===== src/rtl/rf_multiport.sv =====
// Multi-port register file with PC alias at the top address, link write and a load scoreboard.
// Optional RF_BYPASS_EN forwards same-cycle writes to the read ports and masks stalls on returning loads.
module rf_multiport #(
  parameter int DATA_W  = 32,
  parameter int ADDR_W  = 4,
  parameter int NUM_RD  = 3,
  parameter int LR_ADDR = (2 ** ADDR_W) - 2
) (
  input  logic                       clk,
  input  logic                       rst,
  input  logic [NUM_RD-1:0]          rd_en,
  input  logic [NUM_RD*ADDR_W-1:0]   rd_addr,
  output logic [NUM_RD*DATA_W-1:0]   rd_data,
  input  logic                       wa_en,
  input  logic [ADDR_W-1:0]          wa_addr,
  input  logic [DATA_W-1:0]          wa_data,
  input  logic                       wb_en,
  input  logic [ADDR_W-1:0]          wb_addr,
  input  logic [DATA_W-1:0]          wb_data,
  input  logic                       link,
  input  logic [DATA_W-1:0]          pc_content,
  input  logic                       rsv_en,
  input  logic [ADDR_W-1:0]          rsv_addr,
  output logic                       pc_write,
  output logic [DATA_W-1:0]          pc_wdata,
  output logic                       stall,
  output logic [ADDR_W:0]            pend_cnt,
  output logic                       rsv_err
);

  localparam int NREGS = 2 ** ADDR_W;
  localparam int CNT_W = ADDR_W + 1;
  localparam logic [ADDR_W-1:0] PC_ADDR = ADDR_W'(NREGS - 1);
  localparam logic [ADDR_W-1:0] LR_IDX  = ADDR_W'(LR_ADDR);

  logic [DATA_W-1:0] regs [NREGS-1];
  logic [NREGS-1:0]  pending;
  logic [NREGS-1:0]  pending_next;
  logic [CNT_W-1:0]  pend_cnt_next;
  logic              rsv_valid;
  logic              a_hits_pc;
  logic              b_hits_pc;
  logic [NUM_RD-1:0] stall_vec;

  // Only addresses below the PC alias have storage; link beats port A beats port B.
  always_ff @(posedge clk or posedge rst) begin
    if (rst) begin
      for (int r = 0; r < NREGS - 1; r++) begin
        regs[r] <= '0;
      end
    end else begin
      for (int r = 0; r < NREGS - 1; r++) begin
        if (link && (LR_IDX == ADDR_W'(r))) begin
          regs[r] <= pc_content;
        end else if (wa_en && (wa_addr == ADDR_W'(r))) begin
          regs[r] <= wa_data;
        end else if (wb_en && (wb_addr == ADDR_W'(r))) begin
          regs[r] <= wb_data;
        end
      end
    end
  end

  assign rsv_valid = rsv_en && (rsv_addr != PC_ADDR);

  // A reservation applied after the load-return clear lets a new load win on the same register.
  always_comb begin
    pending_next = pending;
    if (wb_en) begin
      pending_next[wb_addr] = 1'b0;
    end
    if (rsv_valid) begin
      pending_next[rsv_addr] = 1'b1;
    end
    pending_next[PC_ADDR] = 1'b0;
    pend_cnt_next = '0;
    for (int r = 0; r < NREGS; r++) begin
      pend_cnt_next = pend_cnt_next + CNT_W'(pending_next[r]);
    end
  end

  always_ff @(posedge clk or posedge rst) begin
    if (rst) begin
      pending  <= '0;
      pend_cnt <= '0;
      rsv_err  <= 1'b0;
    end else begin
      pending  <= pending_next;
      pend_cnt <= pend_cnt_next;
      if (rsv_valid && pending[rsv_addr]) begin
        rsv_err <= 1'b1;
      end
    end
  end

  for (genvar i = 0; i < NUM_RD; i++) begin : g_rd
    logic [ADDR_W-1:0] addr;
    logic [DATA_W-1:0] value;

    assign addr = rd_addr[i*ADDR_W +: ADDR_W];

    // Bypass overrides are applied lowest priority first; the PC alias always wins.
    always_comb begin
      value = '0;
      for (int r = 0; r < NREGS - 1; r++) begin
        if (addr == ADDR_W'(r)) begin
          value = regs[r];
        end
      end
`ifdef RF_BYPASS_EN
      if (wb_en && (wb_addr == addr)) begin
        value = wb_data;
      end
      if (wa_en && (wa_addr == addr)) begin
        value = wa_data;
      end
      if (link && (LR_IDX == addr)) begin
        value = pc_content;
      end
`endif
      if (addr == PC_ADDR) begin
        value = pc_content;
      end
    end

    assign rd_data[i*DATA_W +: DATA_W] = value;

`ifdef RF_BYPASS_EN
    assign stall_vec[i] = rd_en[i] && pending[addr] && !(wb_en && (wb_addr == addr));
`else
    assign stall_vec[i] = rd_en[i] && pending[addr];
`endif
  end

  assign stall = |stall_vec;

  assign a_hits_pc = wa_en && (wa_addr == PC_ADDR);
  assign b_hits_pc = wb_en && (wb_addr == PC_ADDR);
  assign pc_write  = a_hits_pc || b_hits_pc;
  assign pc_wdata  = a_hits_pc ? wa_data : (b_hits_pc ? wb_data : '0);

endmodule


===== config.mk =====
export PLATFORM = sky130hd
export DESIGN_NAME = rf_multiport
export DESIGN_NICKNAME = d
export VERILOG_FILES = /design/src/rtl/rf_multiport.sv
export SDC_FILE = /design/constraint.sdc
export NUM_CORES = 2
export LEC_CHECK = 0
export ABC_AREA = 1
export ABC_CLOCK_PERIOD_IN_PS = 31000
export CAP_MARGIN = 20
export CELL_PAD_IN_SITES_DETAIL_PLACEMENT = 0
export CELL_PAD_IN_SITES_GLOBAL_PLACEMENT = 1
export CORE_UTILIZATION = 35
export CTS_BUF_LIST = sky130_fd_sc_hd__clkbuf_8
export CTS_CLUSTER_DIAMETER = 80
export CTS_CLUSTER_SIZE = 24
export DETAILED_ROUTE_END_ITERATION = 6
export HOLD_SLACK_MARGIN = 0.03
export PLACE_DENSITY_LB_ADDON = 0.15
export SLEW_MARGIN = 20
export SYNTH_ARGS = -nofsm -noshare
export SYNTH_HDL_FRONTEND = slang
export SYNTH_SLANG_ARGS = --single-unit

===== constraint.sdc =====
create_clock -name clk -period 31 [get_ports clk]
set_input_delay 6.2 -clock clk [delete_from_list [all_inputs] [get_ports clk]]
set_output_delay 6.2 -clock clk [all_outputs]
set_load 0.1 [all_outputs]

==> run_results.csv <==
group,metric,value,unit
drt,drt-pass1-iter-count,7,
clock_tree,clockBufferDepth,3,
drt,vias,43800,
min_path,hp-start,"rsv_err",
floorplanning,ios,265,
grt,grt_pass1_wl,298000,um
sta,finalHoldViolations,0,
yosys,synth-edff-count,0,
finish,layout.nets,5949,
yosys,yosys_warnings,0,
yosys,syn_inst,5757,
yosys,ys_types,38,
sta,slew_violations,0,
floorplanning,std_cell_rows,117,
drt,drtIter0Drc,6059,
status,status,"finished clean",
yosys,netlist_area,36200,um2
grt,track_usage,0.396,
floorplanning,die_x,324,um
yosys,yosys-top-cells-area,"dfrtp_1 35%, nand2_1 16%, o21ai_0 13%",
clock_tree,cts_resized,0,
critical_path,path_class,"primary input to primary output",
run,maxCapViolCount,0,
yosys,synthFlopType,"dfrtp_1",
critical_path,r2r_start,"pending[7]",
floorplanning,fp.dieH,324,um
clock_tree,root_buffer,"clkbuf_8",
sta,max_freq,59.9,MHz
sta,rsz0062_at_grt,"false",
clock_tree,cts_made_buffers,41,
grt,grt_max_degree,93,
finish,syn2layout_area_growth,13.8,%
placed_design,hpwl,148000,um
placed_design,gp_congestion,0.958,
yosys,yosysMostFrequentCell,"nand2_1",
critical_path,crit_start,"rd_addr[11]",
critical_path,arrival,10.51,ns
finish,final_cells,7212,
clock_tree,path_clk_slew,0.12,ns
sta,finalSetupTns,0,ns
finish,fillers,11100,
sta,tightest_slew,1.15,ns
drt,avgRoutedWirePerCell,29.3,um
finish,drive_gt1_frac,0.0599,
floorplanning,die_area,105000,um2
drt,wirelength,211000,um
power,p_leak,18.1,nW
power,power_density,57.2,nW/um2
yosys,ys_ff_latch,500,
yosys,netlist.top_cell.by_area,"dfrtp_1",
grt,antenna_found_initial,4,
placed_design,placed_cells,7133,
placed_design,post-place-ws,14.47,ns
clock_tree,post-cts-setup-buffer-count,0,
critical_path,startpoint_type,"primary input",
min_path,min_path_type,"register to register",
power,vdd_drop_max,0.102,mV
clock_tree,numClockSinks,500,
floorplanning,core-area,102000,um2
drt,drc,0,
sta,min_period,16.71,ns
sta,relSlewSlack,0.230,
sta,setup_viol,0,
grt,grt-ovfl-total,0,
floorplanning,start_util,0.354,
yosys,synth_top_area_frac,0.346,
drt,final_antenna_net_count,0,
critical_path,cp.required,24.80,ns
yosys,ys_seq_area_frac,0.346,
drt,routed_via_density,6.07,
yosys,syn-num-nets,5898,
sta,fin_skew,0.0185,ns
finish,utilization,0.403,
grt,grt_pass1_vias,41400,
clock_tree,clock_latency,0.79,ns
sta,final.period_utilization,0.539,
yosys,synth_common_cells,"1527 x nand2_1, 939 x o21ai_0, 527 x inv_1",
yosys,ys_async_sr_fraction,1.00,
clock_tree,h-tree-depth,2,
clock_tree,postCtsHoldBufs,0,
critical_path,worst-path-max-fanout,30,
placed_design,port_buffers,263,
yosys,postSynthAreaPerCell,6.29,um2
critical_path,cp-end-kind,"primary output",
sta,setup_ws,14.29,ns
clock_tree,cts_tree,"built",
-- cell type report --
class,count,area (um2),area share
diodes,3,7.51,0.000182
well taps,1368,1710,0.0416
flip-flops and latches,500,12500,0.304
multi-input cells,4268,20000,0.486
repair buffers,425,3840,0.0934
inverters,572,2160,0.0524
clock inverters,31,330,0.00802
clock buffers,45,619,0.0150
-- where the power goes --
part,leakage [nW],internal (mW),total (mW),switching [mW]
Clock,0.483,0.154,0.470,0.316
Sequential,5.98,0.809,0.956,0.147
Combinational,11.6,0.244,0.929,0.685
-- layout by cell type, fill, tap and decap left out, types with 3 or more instances in the layout --
cell                n
o21ai_1            40
a221oi_1            3
nor2_4             16
nand2_2             6
nand3_1           501
inv_2              34
clkdlybuf4s50_1   262
a21oi_1           266
o311ai_0            7
a211oi_1           24
inv_6              10
clkbuf_8           45
diode_2             3
inv_1             527
nand2_1          1525
nor2_1            486
o21ai_0           939
nor2_2             49
o22ai_1            63
nand4_1           201
clkinv_1           11
fa_1               10
nor3_1             16
a31oi_1             5
dfrtp_1           500
inv_8               7
o211ai_1           24
clkinv_8            8
a32o_1              4
o221ai_1           59
buf_4             162
a22oi_1            10
nor3_2              4
-- through the flow --
step	instance area (um2)	power [mW]	hold slack, ns
floorplan	36200	1.53	0.485
global placement	40200	1.88	0.497
detailed placement	40200	1.88	0.499
CTS	41200	2.34	0.531
global route	41200	2.46	0.542
finish	41200	2.36	0.528
-- kinds of logic (layout without fill, tap and decap cells) --
logic type               count (synthesis)  count (layout)  synth area share
AO/OA/AOI/OAI                         1448            1448             0.215
XOR/XNOR                                 1               1          0.000242
adder cells (fa/ha/maj)                 12              12           0.00622
buffers and inverters                  989            1073             0.106
flip-flops                             500             500             0.346
other                                    1               4          0.000104
AND/OR/NAND/NOR                       2806            2806             0.327
-- registers in the layout (all words and copies together) (netlist names) --
| register | cells |
|---|---|
| pending | 15 |
| regs | 480 |
| rsv_err | 1 |
| pend_cnt | 4 |
-- layer usage --
layer  up-vias  track usage  routed length, um
met3       732       0.0529              17800
li1      19200            -                  -
met5         -            0                  0
met2      2741        0.641              97200
met1     21100        0.480              77700
met4         0        0.297              18300
-- worst paths after layout --
path                                to  slack [ns]  cells after the start
setup / recovery           rd_data[80]       14.29                     15
hold / removal                 rsv_err        0.53                      1
setup reg to reg           pend_cnt[1]       27.08                     12
hold reg to reg                rsv_err        0.53                      1
max in group asynchronous     regs[37]       22.06                      5
min in group asynchronous    regs[438]        5.95                      2
-- worst max-delay path, stage by stage --
cell and delay, ns:
clkdlybuf4s50_1 0.58, inv_1 0.11, nor2_1 0.30, inv_1 0.34, nor2_2 0.17, buf_4 0.45
inv_1 0.44, o21ai_0 0.19, inv_1 0.06, nand3_1 0.08, nand2_1 0.09, nand3_1 0.09
nand2_1 0.10, nand3_1 0.12, clkdlybuf4s50_1 1.15
Power figures use the tool's default switching activity.
